## src/rtl/npc_btb.sv

```systemverilog
// npc_btb -- fetch PC register with a direct-mapped branch target buffer.
//
// Each cycle the current fetch address PC indexes the BTB combinationally.
// A valid entry whose tag matches supplies a predicted target. The entry's
// 2-bit saturating counter decides whether that target is used; an entry
// marked unconditional always uses it. The execute stage can redirect the
// fetch stream, and it trains the BTB with resolved outcomes.
//
// Parameters
//   RESET_PC   fetch address loaded on reset
//   BTB_DEPTH  number of BTB entries (power of two, >= 2)
//   IDX_W      index width, derived from BTB_DEPTH
//   TAG_W      tag width, PC[31:IDX_W+2]
//
// Ports
//   clk, rst           clock; synchronous active-high reset
//   stall              hold PC for one cycle
//   redirect           load redirect_pc; this wins over stall
//   redirect_pc        corrected fetch address
//   upd_valid          a resolved control-flow instruction is present
//   upd_pc             address of the resolved instruction
//   upd_taken          actual direction
//   upd_uncond         the resolved instruction is an unconditional jump
//   upd_target         actual target address
//   PC                 registered fetch address
//   pred_taken         prediction for PC, combinational from BTB state
//   pred_target        predicted next fetch address (PC+4 when not taken)
module npc_btb #(
  parameter logic [31:0] RESET_PC  = 32'h0000_3000,
  parameter int          BTB_DEPTH = 16,
  parameter int          IDX_W     = $clog2(BTB_DEPTH),
  parameter int          TAG_W     = 30 - IDX_W
) (
  input  logic        clk,
  input  logic        rst,
  input  logic        stall,
  input  logic        redirect,
  input  logic [31:0] redirect_pc,
  input  logic        upd_valid,
  input  logic [31:0] upd_pc,
  input  logic        upd_taken,
  input  logic        upd_uncond,
  input  logic [31:0] upd_target,
  output logic [31:0] PC,
  output logic        pred_taken,
  output logic [31:0] pred_target
);

  // Per-entry state is held inside the generate loop. These arrays are the
  // read-side view of that state.
  logic             valid_arr  [BTB_DEPTH];
  logic [TAG_W-1:0] tag_arr    [BTB_DEPTH];
  logic [29:0]      target_arr [BTB_DEPTH];
  logic [1:0]       ctr_arr    [BTB_DEPTH];
  logic             uncond_arr [BTB_DEPTH];

  logic [31:0]      pc_reg;
  logic [31:0]      pc_next;

  logic [IDX_W-1:0] rd_idx;
  logic [TAG_W-1:0] rd_tag;
  logic             rd_hit;

  logic [IDX_W-1:0] upd_idx;
  logic [TAG_W-1:0] upd_tag;
  logic             upd_hit;
  logic [1:0]       upd_ctr_next;

  // Word-offset bits of the update addresses carry no information.
  logic             unused_low_bits;
  assign unused_low_bits = ^{upd_pc[1:0], upd_target[1:0]};

  // ---------------- lookup ----------------
  assign rd_idx = pc_reg[IDX_W+1:2];
  assign rd_tag = pc_reg[31:IDX_W+2];
  assign rd_hit = valid_arr[rd_idx] && (tag_arr[rd_idx] == rd_tag);

  assign pred_taken  = rd_hit && (uncond_arr[rd_idx] || ctr_arr[rd_idx][1]);
  assign pred_target = pred_taken ? {target_arr[rd_idx], 2'b00} : (pc_reg + 32'd4);
  assign PC          = pc_reg;

  // ---------------- PC register ----------------
  always_comb begin
    pc_next = pred_target;
    if (redirect) begin
      pc_next = redirect_pc;
    end else if (stall) begin
      pc_next = pc_reg;
    end
  end

  always_ff @(posedge clk) begin
    if (rst) begin
      pc_reg <= RESET_PC;
    end else begin
      pc_reg <= pc_next;
    end
  end

  // ---------------- training ----------------
  assign upd_idx = upd_pc[IDX_W+1:2];
  assign upd_tag = upd_pc[31:IDX_W+2];
  assign upd_hit = valid_arr[upd_idx] && (tag_arr[upd_idx] == upd_tag);

  // Saturating step of the indexed counter toward the resolved direction.
  always_comb begin
    upd_ctr_next = ctr_arr[upd_idx];
    if (upd_taken) begin
      if (ctr_arr[upd_idx] != 2'b11) upd_ctr_next = ctr_arr[upd_idx] + 2'b01;
    end else begin
      if (ctr_arr[upd_idx] != 2'b00) upd_ctr_next = ctr_arr[upd_idx] - 2'b01;
    end
  end

  for (genvar gi = 0; gi < BTB_DEPTH; gi++) begin : g_entry
    logic             valid_reg;
    logic [TAG_W-1:0] tag_reg;
    logic [29:0]      target_reg;
    logic [1:0]       ctr_reg;
    logic             uncond_reg;
    logic             sel;

    assign sel = upd_valid && (upd_idx == IDX_W'(gi));

    // Tag, target and uncond are not reset. They are only observed once
    // valid is set, and allocation writes all three.
    always_ff @(posedge clk) begin
      if (rst) begin
        valid_reg <= 1'b0;
        ctr_reg   <= 2'b01;
      end else if (sel) begin
        if (upd_hit) begin
          if (upd_uncond) begin
            target_reg <= upd_target[31:2];
            uncond_reg <= 1'b1;
          end else begin
            ctr_reg <= upd_ctr_next;
            if (upd_taken) target_reg <= upd_target[31:2];
          end
        end else if (upd_taken) begin
          // A taken miss replaces whatever occupied the slot (direct-mapped).
          valid_reg  <= 1'b1;
          tag_reg    <= upd_tag;
          target_reg <= upd_target[31:2];
          uncond_reg <= upd_uncond;
          ctr_reg    <= 2'b10;
        end
      end
    end

    assign valid_arr[gi]  = valid_reg;
    assign tag_arr[gi]    = tag_reg;
    assign target_arr[gi] = target_reg;
    assign ctr_arr[gi]    = ctr_reg;
    assign uncond_arr[gi] = uncond_reg;
  end

endmodule
```

## config.mk

```make
export PLATFORM = sky130hd
export DESIGN_NAME = npc_btb
export DESIGN_NICKNAME = d
export VERILOG_FILES = /design/src/rtl/npc_btb.sv
export SDC_FILE = /design/constraint.sdc
export NUM_CORES = 2
export LEC_CHECK = 0
export BUFFER_PORTS_ARGS = -buffer_cell sky130_fd_sc_hd__buf_2
export CAP_MARGIN = 20
export CORE_MARGIN = 1.5
export CORE_UTILIZATION = 45
export DETAILED_ROUTE_END_ITERATION = 16
export GPL_ROUTABILITY_DRIVEN = 0
export SYNTH_ARGS = -nofsm -noshare
export SYNTH_HDL_FRONTEND = slang
export SYNTH_SLANG_ARGS = --single-unit
```

## constraint.sdc

```tcl
create_clock -name clk -period 14.8 [get_ports clk]
set_input_delay 2.96 -clock clk [delete_from_list [all_inputs] [get_ports clk]]
set_output_delay 2.96 -clock clk [all_outputs]
set_load 0.1 [all_outputs]
```

# Word level (Yosys, flattened, before mapping)
# Cells that the tools add are included.
# classes
n_addsub,3
multipliers,0
div,0
magnitude_cmp,2
eq_ne,21
n_shift,0
n_mux,84
n_bitwise,4
reduce_logical,103
# ops
cell,n
30-bit two-way mux,50
26-bit binary-select mux with 4-bit select,2
4-bit AND reduction,32
30-bit binary-select mux with 4-bit select,1
26-bit two-way mux,4
32-bit two-way mux,3
3-bit AND reduction,32
26-bit equality test,2
32-bit by 3-bit adder with 32-bit output (second input constant),1
4-bit equality test (second input constant),8
2-bit AND reduction,16
2-bit two-way mux,10
1-bit logical AND,19
2-bit binary-select mux with 4-bit select,2
4-bit by 3-bit equality test with 1-bit output (second input constant),4
1-bit binary-select mux with 4-bit select,3
5-bit >= comparator (second input constant),2
4-bit inverter with 5-bit output,2
1-bit two-way mux,9
4-bit by 2-bit equality test with 1-bit output (second input constant),2
2-bit != test (second input constant),3
4-bit by 1-bit equality test with 1-bit output (second input constant),1
4-bit zero test,1
2-bit nonzero test,2
5 further kinds,6
# word_totals
regBits,992
latch_bits,0
ramBits,0
rom_bits,0
inputBits,103
output_inout_bits,65
word_cells,298
mem_count,0

# Logic depth before layout (Yosys ltp)
# depth
depth_word,10
depth_mapped,17
ltp_nobuf,10

# Worst setup path after synthesis
# OpenSTA, ideal clock, no wires.
# synth_path
path_type,reg-to-output
startpoint,reg pc_reg[2] (netlist: PC[2])
endpoint,out pred_target[11]
arrival_ns,5.588
t_required_ns,11.840
setup_slack_ns,6.252
path_stages_with_launch,14
path_buffers,6
path_cell_list,dfxtp_1 > buf_4 > buf_6 > buf_2 > mux4_2 > a211oi_1 > mux2i_1 > nor3b_1 > o2111ai_1 > or3_1 > buf_6 > buf_2 > clkbuf_1 > a21oi_1
# synth_via
elab_chain_len,8
elab_cells_between_ends,22
classes_between,add/sub (1); eq/ne (1); mux (16); bitwise (1); reduce/logical (3)
# synth_rtl
item,line_no,source
from (decl),57,logic [31:0] pc_reg;
from (signal assigned),96,pc_reg <= pc_next;
4-bit inverter with 5-bit output (implied by the code),"76, 78, 79",
26-bit binary-select mux with 4-bit select,76,assign rd_hit = valid_arr[rd_idx] && (tag_arr[rd_idx] == rd_tag);
26-bit two-way mux (implied by the code) (2 in series),76,
26-bit equality test,76,
1-bit logical AND,76,
1-bit logical AND,78,assign pred_taken = rd_hit && (uncond_arr[rd_idx] || ctr_arr[rd_idx][1]);
32-bit two-way mux *,79,"assign pred_target = pred_taken ? {target_arr[rd_idx], 2'b00} : (pc_reg + 32'd4);"
to (decl),46,output logic [31:0] pred_target
# Mark *: on every way between the ends. The rest lies on a longest branch, timed or not. The select of a mux whose other input is x is not followed.

# Final worst setup path
# layout_path
startpoint,reg pc_reg[3] (netlist: PC[3])
endpoint,out pred_target[4]
# Same word-level chain as after synthesis.

==> metrics.log <==
[metrics] number of flops mapped to enable cells by yosys: roughly 910
[metrics] total of flip-flops plus latches after synthesis: slightly below 1,000
[metrics] clock slew seen by the registers of the worst setup and hold paths: about 0.060 ns
[metrics] Nets: 3,386
[metrics] crit-path leading delay family: buffers and inverters
[metrics] number of antenna-violating nets in the routed design: 0
[metrics] largest fanout on the critical path: 97
[metrics] via count: around 32,000
[metrics] class of the tightest hold or removal check: reg -> reg
[metrics] WL per Instance: between 30 and 40 µm
[metrics] fraction of layout instances using a drive strength above 1: 0.341
[metrics] TritonCTS clock tree: done
[metrics] Main synth FF type: edfxtp_1
[metrics] setup-violating endpoint count in the final report: 0
[metrics] area of the die: between 100,000 and 150,000 µm²
[metrics] Setup Crit Path Kind: reg -> out
[metrics] latest clock arrival within the worst-skew pair: ~0.72 ns
[metrics] site row count: roughly 120
[metrics] post-synth cell types: between 70 and 80
[metrics] Clk Tree Root Cell: clkbuf_16
[metrics] power density over cell area: 116 nW/µm²
[metrics] antenna violations before repair: 18
[metrics] htree depth: 3
[metrics] hold buffers post-CTS: 0
[metrics] maximum clock skew at final layout: 0.0482 ns
[metrics] Slew HR: 0.241
[metrics] maximum clock frequency: ~95 MHz
[metrics] Total Power: around 0.0066 W
[metrics] minimum clock period: 10.52 ns
[metrics] netlist area before placement: 51,000 µm²
[metrics] number of maximum-capacitance violations: 0
[metrics] number of I/O port buffers: about 160
[metrics] height of the chip: around 340 µm
[metrics] Max stage delay cell, worst path: dfxtp_4
[metrics] CP startpoint kind: flip-flop
[metrics] worst hold slack after final layout: 0.492 ns
[metrics] Critical Path Sink Type: output port
[metrics] global route total overflow: 0
[metrics] final max-slew violation count: 0
[metrics] Max IR drop VDD: roughly 0.083 mV
[metrics] mean number of vias per cell: about 6.5
[metrics] largest stage delay on the critical path: around 0.88 ns
[metrics] instance count of the mapped netlist: 3,196
[metrics] number of setup buffers added after CTS: 0
[metrics] proportion of synthesized flip-flops having asynchronous set or reset: 0
[metrics] number of global-route vias before repair: 31,800
[metrics] slew of the pin with the lowest slew margin: ~1.1 ns
[metrics] average instance area after synthesis: approximately 16 µm²
[metrics] static leakage: roughly 19 nW
[metrics] synthesized netlist net count: ~3,300
[metrics] maximum number of buffers from clock root to sink: 3
[metrics] Hold Fails Final Rpt: 0
[metrics] residual DRC count: 0
[metrics] Yosys Warn Count: 0
[metrics] total wire length after detailed routing: 159,000 µm
[metrics] crit path buf inv count: 4
[metrics] 1st-pass router iterations: 6
[metrics] portion of the clock cycle consumed by the worst path in the final layout: 0.711
[metrics] iteration-0 DRC count of the detailed router: 3,598
[metrics] Overall Global Routing Usage: 0.274
[metrics] sum of net half-perimeters after detailed placement: 98,800 µm
[metrics] placeable core region: 112,000 µm²
[metrics] flip-flop count of the largest register after layout: 480
[metrics] run status: completed
[metrics] ports placed on the boundary: around 170
[metrics] largest net degree at the start of global routing: roughly 170
[metrics] crit path DAT: around 7.6 ns
[metrics] Gates resized, CTS repair: 0
[metrics] Clock Sink Count: 992
[metrics] final-layout setup total negative slack: 0 ns
[metrics] Die X: approximately 340 µm
[metrics] layout overhead on the synthesized area: 11.0%
[metrics] first-pass GRT wire length: about 230,000 µm
[metrics] number of buffers created by CTS: 110
[metrics] starting density of the core: 0.454
[metrics] Worst Path Required: 11.84 ns
[metrics] critical path cell sequence: buf_12 > buf_4 > mux4_2 > mux2i_1 > o2111ai_1 > o22ai_1 > o2111ai_1 > or4b_1 > or3_2 > buf_4 > a21oi_1 > buf_2
[metrics] part of the Yosys area used for sequential elements: 0.568
[metrics] setup repair after global routing missed its margin: no
## layout by cell type, fill, tap and decap left out, types with 16 or more instances in the layout
| cell | n |
|---|---|
| nand2_1 | 93 |
| inv_2 | 17 |
| mux4_2 | 327 |
| mux2i_1 | 167 |
| a31oi_1 | 18 |
| xnor2_1 | 44 |
| o21ai_0 | 31 |
| a22oi_1 | 28 |
| nor2_1 | 114 |
| buf_2 | 161 |
| and3_1 | 21 |
| clkinv_2 | 22 |
| inv_1 | 49 |
| a21oi_1 | 47 |
| edfxtp_1 | 912 |
| xor2_1 | 25 |
| nor3_1 | 45 |
| clkbuf_1 | 22 |
| nor2_4 | 16 |
| nand2b_1 | 16 |
| clkbuf_16 | 110 |
| clkinv_1 | 24 |
| buf_4 | 79 |
| nand3_1 | 37 |
| dfxtp_1 | 76 |
| mux2_1 | 191 |
| mux2_4 | 22 |
| mux2_2 | 313 |
| o22ai_1 | 30 |
| nand4_1 | 17 |
## Yosys cell counts (13+ instances only)
library cell,n,share of area
clkbuf_1,114,0.0084
xor2_1,25,0.0043
a22o_1,15,0.0026
a22oi_1,28,0.0041
o211ai_1,15,0.0022
buf_1,27,0.0020
o31ai_1,13,0.0019
nand2_1,93,0.0068
nor2_1,132,0.0097
a31o_2,13,0.0022
mux2_4,22,0.0065
buf_6,31,0.0068
o22ai_1,30,0.0037
nor3_1,47,0.0046
mux2_1,191,0.042
mux2i_1,167,0.033
nand2b_1,17,0.0021
a31oi_1,18,0.0022
o21ai_0,31,0.0030
a21oi_1,47,0.0046
inv_1,66,0.0049
nand3_1,37,0.0036
mux4_2,327,0.14
buf_4,23,0.0034
mux2_2,313,0.069
nand4_1,17,0.0021
buf_2,73,0.0072
dfxtp_1,80,0.031
xnor2_1,44,0.0076
edfxtp_1,912,0.54
and3_1,21,0.0026
## stage by stage
step	worst slack (ns)	utilization	instances	instance area [µm²]
after detailed placement	4.84	0.472	4669	53100
after floorplan	6.25	-	3196	51000
after global placement	4.98	0.472	4669	53100
after CTS	4.53	0.503	4875	56600
after global routing	4.15	0.503	4876	56600
final	4.28	0.503	4880	56600
## power breakdown
part	total [W]	switching (W)	internal [W]
combinational	0.000784	0.000486	0.000298
sequential	0.00312	0.0000386	0.00308
clock	0.00268	0.00115	0.00153
total	0.00659	0.00168	0.00491
## worst paths after layout
check / to / cells past startpoint / slack, ns / from
worst max-delay path: pred_target[4] / 12 / 4.28 / PC[3]
worst min register to register: g_entry[5].valid_reg / 1 / 0.49 / g_entry[5].valid_reg
worst max register to register: PC[31] / 12 / 8.26 / PC[3]
worst min-delay path: g_entry[5].valid_reg / 1 / 0.49 / g_entry[5].valid_reg
## layout make-up
class,instances,area (µm²)
diodes,4,10.0
fillers,9277,55900
well taps,1500,1880
clock buffers,144,3000
flip-flops and latches,992,29000
multi-input cells,1866,20500
inverters,68,258
clock inverters,62,517
repair buffers,244,1470
## per-layer routing
layer,vias up,track usage,share of wire
li1,13100,-,-
met5,-,0,0.00071
met3,306,0.0879,0.11
met2,1627,0.422,0.46
met4,16,0.0783,0.031
met1,16700,0.371,0.40
## cells by family after synthesis
group           share of synthesized area
flops                               0.568
compound gates                     0.0502
buf+inv                            0.0333
xor+xnor                           0.0118
mux                                 0.295
simple gates                       0.0410
fa+ha+maj                        0.000638
Note: power is estimated with default switching activity, not from simulation.
